==> src/rtl/imagem_stream_pkg.sv <==
// rtl/imagem_stream_pkg.sv - shared types and constants for the image pixel streamer
package imagem_stream_pkg;

  typedef enum logic [1:0] {IDLE, RUN, DRAIN, DONE} state_e;

  localparam int DEF_DATA_W     = 32;
  localparam int DEF_PIX_W      = 8;
  localparam int BYTES_PER_WORD = DEF_DATA_W / DEF_PIX_W;
  localparam int BYTE_IDX_W     = $clog2(BYTES_PER_WORD);

endpackage

==> src/rtl/imagem_prefetch_fifo.sv <==
// rtl/imagem_prefetch_fifo.sv - synchronous prefetch FIFO with count/full/empty
module imagem_prefetch_fifo #(
  parameter int DATA_W     = 32,
  parameter int FIFO_DEPTH = 4
) (
  input  logic                              clk,
  input  logic                              reset_n,
  input  logic                              push_i,
  input  logic [DATA_W-1:0]                 push_data_i,
  input  logic                              pop_i,
  output logic [DATA_W-1:0]                 head_o,
  output logic [$clog2(FIFO_DEPTH+1)-1:0]   count_o,
  output logic                              full_o,
  output logic                              empty_o
);
  localparam int AW = $clog2(FIFO_DEPTH);
  localparam int CW = $clog2(FIFO_DEPTH + 1);

  logic [DATA_W-1:0] mem_q [FIFO_DEPTH];
  logic [AW-1:0]     wr_ptr_q, rd_ptr_q;
  logic [CW-1:0]     count_q;
  logic              do_push, do_pop;

  assign full_o  = (count_q == CW'(FIFO_DEPTH));
  assign empty_o = (count_q == '0);
  assign count_o = count_q;
  assign head_o  = mem_q[rd_ptr_q];

  // A push into a full FIFO is only honoured when the head leaves in the same cycle.
  assign do_push = push_i && (!full_o || pop_i);
  assign do_pop  = pop_i && !empty_o;

  always_ff @(posedge clk) begin
    if (!reset_n) begin
      wr_ptr_q <= '0;
      rd_ptr_q <= '0;
      count_q  <= '0;
      for (int i = 0; i < FIFO_DEPTH; i++) mem_q[i] <= '0;
    end else begin
      if (do_push) begin
        mem_q[wr_ptr_q] <= push_data_i;
        wr_ptr_q        <= wr_ptr_q + 1'b1;
      end
      if (do_pop) rd_ptr_q <= rd_ptr_q + 1'b1;
      case ({do_push, do_pop})
        2'b10:   count_q <= count_q + 1'b1;
        2'b01:   count_q <= count_q - 1'b1;
        default: count_q <= count_q;
      endcase
    end
  end

endmodule

==> src/rtl/imagem_pixel_streamer.sv <==
// rtl/imagem_pixel_streamer.sv - fetches a word range from image RAM and streams it as pixels
module imagem_pixel_streamer
  import imagem_stream_pkg::*;
#(
  parameter int ADDR_W       = 14,
  parameter int DATA_W       = DEF_DATA_W,
  parameter int PIX_W        = DEF_PIX_W,
  parameter int FIFO_DEPTH   = 4,
  parameter int READ_LATENCY = 1
) (
  input  logic              clk,
  input  logic              reset_n,
  input  logic              start,
  input  logic [ADDR_W-1:0] base_addr,
  input  logic [ADDR_W:0]   word_count,
  output logic              busy,
  output logic              done,
  output logic [ADDR_W-1:0] mem_address,
  output logic              mem_chipselect,
  output logic              mem_clken,
  input  logic [DATA_W-1:0] mem_readdata,
  output logic [PIX_W-1:0]  pix_data,
  output logic              pix_valid,
  input  logic              pix_ready,
  output logic              pix_last
);
  localparam int CNT_W = $clog2(FIFO_DEPTH + 1);
  localparam logic [BYTE_IDX_W-1:0] LAST_BYTE = BYTE_IDX_W'(BYTES_PER_WORD - 1);

  state_e                  state_q;
  logic [ADDR_W-1:0]       base_q, issued_q;
  logic [ADDR_W:0]         words_left_q, pop_left_q;
  logic [READ_LATENCY-1:0] pipe_q, pipe_d;
  logic [BYTE_IDX_W-1:0]   byte_q;
  logic [DATA_W-1:0]       head;
  logic [CNT_W-1:0]        fifo_count;
  logic                    fifo_full, fifo_empty;
  logic                    issue, push, accept, pop;
  int                      inflight;

  // Credit: words already buffered plus reads still returning must fit in the FIFO.
  always_comb begin
    inflight = 0;
    for (int i = 0; i < READ_LATENCY; i++) inflight = inflight + int'(pipe_q[i]);
    issue  = (state_q == RUN) && (words_left_q != '0) &&
             (int'(fifo_count) + inflight < FIFO_DEPTH);
    pipe_d    = pipe_q << 1;
    pipe_d[0] = issue;
  end

  assign push      = pipe_q[READ_LATENCY-1];
  assign pix_valid = !fifo_empty;
  assign accept    = pix_valid && pix_ready;
  assign pop       = accept && (byte_q == LAST_BYTE);
  assign pix_data  = pix_valid ? head[byte_q*PIX_W +: PIX_W] : '0;
  assign pix_last  = pix_valid && (byte_q == LAST_BYTE) && (pop_left_q == (ADDR_W+1)'(1));

  assign mem_chipselect = issue;
  assign mem_address    = base_q + issued_q;
  assign mem_clken      = 1'b1;
  assign busy           = (state_q != IDLE);
  assign done           = (state_q == DONE);

  imagem_prefetch_fifo #(
    .DATA_W     (DATA_W),
    .FIFO_DEPTH (FIFO_DEPTH)
  ) u_fifo (
    .clk         (clk),
    .reset_n     (reset_n),
    .push_i      (push),
    .push_data_i (mem_readdata),
    .pop_i       (pop),
    .head_o      (head),
    .count_o     (fifo_count),
    .full_o      (fifo_full),
    .empty_o     (fifo_empty)
  );

  always_ff @(posedge clk) begin
    if (reset_n) assert (!(push && fifo_full && !pop));
  end

  always_ff @(posedge clk) begin
    if (!reset_n) begin
      state_q      <= IDLE;
      base_q       <= '0;
      issued_q     <= '0;
      words_left_q <= '0;
      pop_left_q   <= '0;
      pipe_q       <= '0;
      byte_q       <= '0;
    end else begin
      pipe_q <= pipe_d;
      if (accept) byte_q <= pop ? '0 : byte_q + 1'b1;
      if (pop) pop_left_q <= pop_left_q - 1'b1;
      case (state_q)
        IDLE: if (start) begin
          base_q       <= base_addr;
          issued_q     <= '0;
          words_left_q <= word_count;
          pop_left_q   <= word_count;
          state_q      <= (word_count != '0) ? RUN : DONE;
        end
        RUN: if (issue) begin
          issued_q     <= issued_q + 1'b1;
          words_left_q <= words_left_q - 1'b1;
          if (words_left_q == (ADDR_W+1)'(1)) state_q <= DRAIN;
        end
        DRAIN: if (fifo_empty && inflight == 0) state_q <= DONE;
        default: state_q <= IDLE;
      endcase
    end
  end

endmodule

==> config.mk <==
export PLATFORM = sky130hd
export DESIGN_NAME = imagem_pixel_streamer
export DESIGN_NICKNAME = d
export VERILOG_FILES = /design/src/rtl/imagem_stream_pkg.sv /design/src/rtl/imagem_prefetch_fifo.sv /design/src/rtl/imagem_pixel_streamer.sv
export SDC_FILE = /design/constraint.sdc
export NUM_CORES = 1
export LEC_CHECK = 0
export CAP_MARGIN = 20
export CORE_MARGIN = 8
export CORE_UTILIZATION = 58
export DETAILED_ROUTE_END_ITERATION = 7
export PLACE_DENSITY_LB_ADDON = 0.25
export SKIP_LAST_GASP = 1
export SYNTH_ARGS = -nofsm -noshare
export SYNTH_HDL_FRONTEND = slang
export SYNTH_SLANG_ARGS = --single-unit
==> constraint.sdc <==
create_clock -name clk -period 6.8 [get_ports clk]
set_clock_uncertainty 0.2 [all_clocks]
set_input_delay 2.04 -clock clk [delete_from_list [all_inputs] [get_ports clk]]
set_output_delay 2.04 -clock clk [all_outputs]
set_load 0.01 [all_outputs]
* After elaboration in Yosys (flattened, before gate mapping)
Memory sizes are Yosys's and may differ from the RTL's. A register that Yosys moved wholly into a read port is not among the register bits.
Index checks and enable logic that the tools add are counted.
** Word-level totals
- Flip-flop bits (word level) :: 70
- Output and inout port bits :: 28
- RAM bits :: 128
- Logic and storage cells :: 87
- Bits of input ports :: 65
- Memories :: 1
** Memory list
- u_fifo.mem_q :: depth 4, width 32, rd ports 1, clocked after Yosys merged registers in 1, write ports 4, line imagem_prefetch_fifo.sv:19 : logic [DATA_W-1:0] mem_q [FIFO_DEPTH];
** Operators by class
- Order comparisons :: 1
- Eq/ne operators :: 13
- Reduce and logical (&&, ||, !) cells :: 24
- Multiplexer cells :: 27
- Add/subtract/negate cells :: 10
- Shift operators :: 1
** Operators with widths (number)
- 2-to-1 mux 15 bit :: 5
- zero test 32 bit :: 1
- 2-to-1 mux 32 bit :: 1
- OR reduction 32 bit :: 1
- variable part select 32 x 6 -> 8 bit :: 1
- == test 15 x 1 -> 1 bit (second input constant) :: 2
- case mux 15 bit (2 select lines) :: 1
- nonzero test 15 bit :: 2
- subtractor 15 x 1 -> 15 bit (second input constant) :: 2
- 2-to-1 mux 14 bit :: 2
- case mux 14 bit (2 select lines) :: 1
- 2-to-1 mux 2 bit :: 9
- adder 14 x 1 -> 14 bit (second input constant) :: 1
- adder 14 bit :: 1
- logical AND 1 bit :: 9
- == test 2 bit (second input constant) :: 4
- 2-to-1 mux 8 bit :: 1
- adder 2 x 1 -> 2 bit (second input constant) :: 3
- inequality test 2 bit (second input constant) :: 3
- case mux 2 bit (3 select lines) :: 1
- case mux 3 bit (2 select lines) :: 1
- nonzero test 2 bit :: 3
- 2-to-1 mux 1 bit :: 5
- adder 3 x 1 -> 4 bit :: 1
- 13 further kinds :: 15

* Depth between registers and ports, before layout
- Depth after elaboration :: 11
- Gate-level depth with buffers :: 10
- Mapped depth without buffers :: 10

* Cells and area by module
Synthesis repeated with hierarchy kept, for this count alone.
** Unflattened totals
- Cells, all modules :: 880
- Area, all modules :: 10201.0 um2
** Modules (own cells, without submodules)
- imagem_prefetch_fifo :: cells each 362, area each 6033.3 um2, instances 1, sequential area each 4023.9 um2
- imagem_pixel_streamer :: cells each 518, area each 4167.7 um2, instances 1, sequential area each 1261.2 um2

* Least setup slack after synthesis
No wires, ideal clock.
- Path type :: in2reg
- Start point :: input pix_ready
- End point :: memory u_fifo.mem_q[2][0] (enable)
- Arrival :: 4.824 ns
- Cell stages on the path :: 4
- Setup slack :: 1.311 ns
- Required time :: 6.134 ns
- Path through :: nand2_1 a31oi_1 inv_1 o21ai_0
** RTL lines
- start: declaration :: line imagem_pixel_streamer.sv:24 : input logic pix_ready,
- end: declaration :: line imagem_prefetch_fifo.sv:19

* Worst setup path after layout
- Start point :: register issued_q[0]
- End point :: output mem_address[12]
** On the way
- Word-level cells in the longest chain between the ends :: 1
** RTL lines
- start: declaration :: line imagem_pixel_streamer.sv:31 : logic [ADDR_W-1:0] base_q, issued_q;
- start signal: assignment :: line imagem_pixel_streamer.sv:105 : issued_q <= issued_q + 1'b1;
- adder 14 bit :: line imagem_pixel_streamer.sv:59 : assign mem_address = base_q + issued_q;
- end: declaration :: line imagem_pixel_streamer.sv:18 : output logic [ADDR_W-1:0] mem_address,
Every way passes these cells.

==> results by group <==
Synth
  • Largest family of logic cells by synthesized area: simple AND/OR/NAND/NOR gates
  • Register bit total from synthesis: 200
  • Synthesized-area fraction occupied by xor and xnor cells: 2.75%
  • Netlist Area Pre-Place: about 9900 um^2
  • Share of synthesized area spent on multiplexers: 9.85%
  • Async S/R FF share, synth: 0%
  • Simple-Gate Fraction of Synth Area: 17.3%
  • Area share of the largest cell type after synthesis: 39.0%
  • Adder-cell share of the synthesized area: 3.45%
  • Yosys synthesis warning count: 0
  • Synth top area cells: sky130_fd_sc_hd__edfxtp_1, sky130_fd_sc_hd__dfxtp_1, sky130_fd_sc_hd__mux4_2
  • Cell variety after synth: 60
  • Predominant post-synthesis flop cell: sky130_fd_sc_hd__edfxtp_1
  • Share of synthesized area occupied by flip-flops and latches: 53.6%
  • Average instance area after synthesis: 10.8 um^2
  • Compound-Gate Fraction of Synth Area: slightly below 9%
  • Synthesized netlist cell count: approximately 910
  • Count of flip-flops with a built-in enable after synthesis: 128
  • Mapped Nets: 1,000
  • Synth area leader: sky130_fd_sc_hd__edfxtp_1

Setup path
  • Slowest cell on the critical path: sky130_fd_sc_hd__clkdlybuf4s50_1
  • Critical path start-end classification: flop to primary output
  • Required @ worst endpoint: 4.56 ns
  • CP Cell Sequence: ha_1, fa_1, a211oi_1, o21ai_0, a311oi_1, a21oi_1, xor2_1, clkdlybuf4s50_1
  • Launching element of the worst setup path: issued_q[0]
  • Critical path fanouts, max: 4
  • Critical path endpoint category: primary output
  • Top delay family on crit path: compound AO/OA/AOI/OAI gates
  • Startpoint of the lowest-slack register-to-register path: byte_q[0]
  • Buffers plus inverters on the worst setup path: 1
  • Worst setup SP type: flop
  • Delay of the slowest cell on the worst path: 0.55 ns
  • Endpoint arrival time on the critical path: 3.24 ns

Timing
  • Final setup TNS: 0 ns
  • Measured slew at the worst slew-check pin: 1.02 ns
  • Worst hold slack across all endpoints: ~0.26 ns
  • Setup repair after global routing missed its margin: false
  • Maximum achievable frequency: 0.182 GHz
  • # setup viols final: 0
  • Final hold violation count: 0
  • Portion of the clock cycle consumed by the worst path in the final layout: 80.6%
  • Final Slew Violations: 0
  • Final min period: 5.48 ns
  • Normalized max-slew margin: 31.4%

Clock network
  • Clock Path Buffers: 2
  • CTS tree: done
  • Post-CTS repair timing setup buffer count: 0
  • Insertion delay to the later sink of the worst-skew pair: 0.44 ns
  • Max H-tree Level: 4
  • Total of hold buffers inserted after clock tree synthesis: 0
  • Resized cells post-CTS: 0
  • Count of clock tree sinks: 200
  • Clock slew at the register clock pins of the worst setup and hold paths: 0.07 ns
  • Number of CTS-inserted buffers: 17
  • Clock Tree Root: sky130_fd_sc_hd__clkbuf_16

Floorplanning
  • Number of placement rows: 47
  • Count of pins on the block boundary: 93
  • Effective utilization at floorplan: 59.4%
  • Floorplan Core Area: 16,600 um^2
  • Full die area: roughly 21,000 um^2
  • Overall die height: 146 um
  • Die span in x: between 100 and 150 um

Placement
  • Final estimated routing congestion in global placement: 0.825
  • Count of input and output buffers: 91
  • DP HPWL: 15,100 um

Routing
  • Number of design-rule violations left by the first detailed-router iteration: 755
  • Vias post-DR: between 7,000 and 8,000
  • Total wire length after detailed routing: about 23,000 um
  • Routed WL per cell: 19.0 um
  • Number of nets still failing antenna checks after routing: 0
  • Per-cell via count in the routed design: 5.92
  • DRC errors left: 0
  • TritonRoute pass-1 iters: 5

Final layout
  • Final layout net count: 1,078
  • Total inserted antenna cells: 0
  • Ratio of cells with drive above 1 in the final layout: 10.2%
  • Post-synthesis to final-layout area growth: 17.4%

Pwr
  • Power density over the cells: a little over 300 nW/um^2
  • Leak: 4.33 nW
  • Peak VDD IR: about 0.22 mV

Global routing
  • First-pass GRT wire length: 37,200 um
  • Number of global-route vias before repair: 7,011
  • GRT overflow: 0
  • Global router's overall resource usage: between 20% and 30%
  • Initial antenna violation count: 1
  • Pin count of the biggest net entering global routing: 45

Flow run
  • Number of maximum-capacitance violations: 0

Hold path
  • Hold_sp: base_q[7]
  • Path class of the lowest-slack min-delay path: flop to flop

Status
  • Run status: completed
layout make-up:
| cell class | instances | area (um^2) |
|---|---|---|
| sequential | 200 | 5290 |
| clock buffer | 17 | 425 |
| timing repair buffer | 105 | 1050 |
| inverter | 57 | 214 |
| clock inverter | 15 | 133 |
| multi-input combinational | 606 | 4190 |
| fill | 1225 | 5010 |
| tap | 220 | 275 |
cell usage after synthesis, drive strengths merged, types with 4 or more instances:
library cell  number
nor4              11
buf               11
nor2             103
mux4              40
mux2i              7
a31oi              4
nor3              18
and3               8
a21oi             63
o21ai             31
ha                24
o32ai              4
or3                9
nand2            111
dfxtp             72
edfxtp           128
nand4b             4
a211oi            11
or4                4
xor2              17
o31ai              4
nand2b            14
clkbuf            35
nor2b              4
inv               57
a21o               4
nand3             15
and2              43
xnor2             14
placed cells by master, fill, tap and decap left out, types with 4 or more instances in the layout:
master | synthesis | routed
sky130_fd_sc_hd__a21o_1 | 4 | 4
sky130_fd_sc_hd__edfxtp_1 | 128 | 128
sky130_fd_sc_hd__a211oi_1 | 10 | 10
sky130_fd_sc_hd__o32ai_1 | 4 | 4
sky130_fd_sc_hd__and2_1 | 43 | 42
sky130_fd_sc_hd__o21ai_0 | 31 | 29
sky130_fd_sc_hd__clkdlybuf4s50_1 | 0 | 91
sky130_fd_sc_hd__inv_6 | 0 | 4
sky130_fd_sc_hd__a31oi_1 | 4 | 4
sky130_fd_sc_hd__nand4b_1 | 4 | 4
sky130_fd_sc_hd__nor2_1 | 103 | 103
sky130_fd_sc_hd__nand3_1 | 15 | 15
sky130_fd_sc_hd__and3_1 | 8 | 8
sky130_fd_sc_hd__or3_1 | 9 | 9
sky130_fd_sc_hd__clkbuf_16 | 0 | 17
sky130_fd_sc_hd__or4_1 | 4 | 4
sky130_fd_sc_hd__mux4_2 | 40 | 40
sky130_fd_sc_hd__nor2b_1 | 4 | 4
sky130_fd_sc_hd__nand2_1 | 111 | 111
sky130_fd_sc_hd__a21oi_1 | 63 | 63
sky130_fd_sc_hd__dfxtp_1 | 72 | 71
sky130_fd_sc_hd__xnor2_1 | 14 | 14
sky130_fd_sc_hd__nor3_1 | 18 | 18
sky130_fd_sc_hd__inv_8 | 0 | 5
sky130_fd_sc_hd__ha_1 | 24 | 24
sky130_fd_sc_hd__nand2b_1 | 14 | 13
sky130_fd_sc_hd__nor4_1 | 9 | 8
sky130_fd_sc_hd__xor2_1 | 17 | 17
sky130_fd_sc_hd__inv_1 | 54 | 54
sky130_fd_sc_hd__buf_4 | 3 | 12
sky130_fd_sc_hd__mux2i_1 | 7 | 7
per-stage QoR:
stage | util (%) | instance area, um^2 | cells | setup slack, ns | total power [W]
after floorplan | - | 9860 | 909 | 1.31 | 0.00227
final | 69.8 | 11600 | 1220 | 1.32 | 0.00358
after global routing | 69.8 | 11600 | 1220 | 1.13 | 0.00375
after detailed placement | 66.1 | 11000 | 1186 | 1.63 | 0.00260
after global placement | 66.1 | 11000 | 1186 | 1.72 | 0.00257
after CTS | 69.5 | 11500 | 1218 | 1.16 | 0.00355
power breakdown:
part / switching, W / internal [W]
Combinational: 0.000607 / 0.000430
Sequential: 0.000125 / 0.00145
Clock: 0.000481 / 0.000484
Total: 0.00121 / 0.00236
metal layers:
| layer | up-vias | GRT usage [%] | share of wire (%) |
|---|---|---|---|
| met4 | 0 | 7.52 | 2.1 |
| li1 | 3404 | - | - |
| met1 | 3474 | 29.4 | 43 |
| met3 | 33 | 4.23 | 7.7 |
| met5 | - | 0 | 0 |
| met2 | 308 | 34.9 | 47 |
tightest hold or removal path, delay by kind of cell (launching register included):
family / cells / cell delay (ns)
AO/OA/AOI/OAI: 1 / 0.05
flip-flops: 1 / 0.31
AND/OR/NAND/NOR: 1 / 0.05
flip-flops by register name, summed over array words and instances (netlist names), named ones only:
name             cells
base_q              14
byte_q               2
issued_q            14
pipe_q               1
pop_left_q          15
state_q              2
u_fifo.count_o       3
u_fifo.mem_q       128
u_fifo.rd_ptr_q      2
u_fifo.wr_ptr_q      2
words_left_q        15
path summary, 6_finish.rpt:
check	end	slack [ns]	depth (start not counted)
setup / recovery	mem_address[12]	1.32	8
hold / removal	base_q[7]	0.26	2
setup reg to reg	u_fifo.mem_q[0][1]	3.12	8
hold reg to reg	base_q[7]	0.26	2
kinds of logic (layout without fill, tap and decap cells):
family | after synthesis | in the layout
simple gates | 357 | 357
fa+ha+maj | 26 | 26
flops | 200 | 200
buf+inv | 103 | 194
xor+xnor | 31 | 31
other cells | 1 | 1
mux | 47 | 47
compound gates | 144 | 144
No activity file was read; power rests on OpenSTA's default activity.
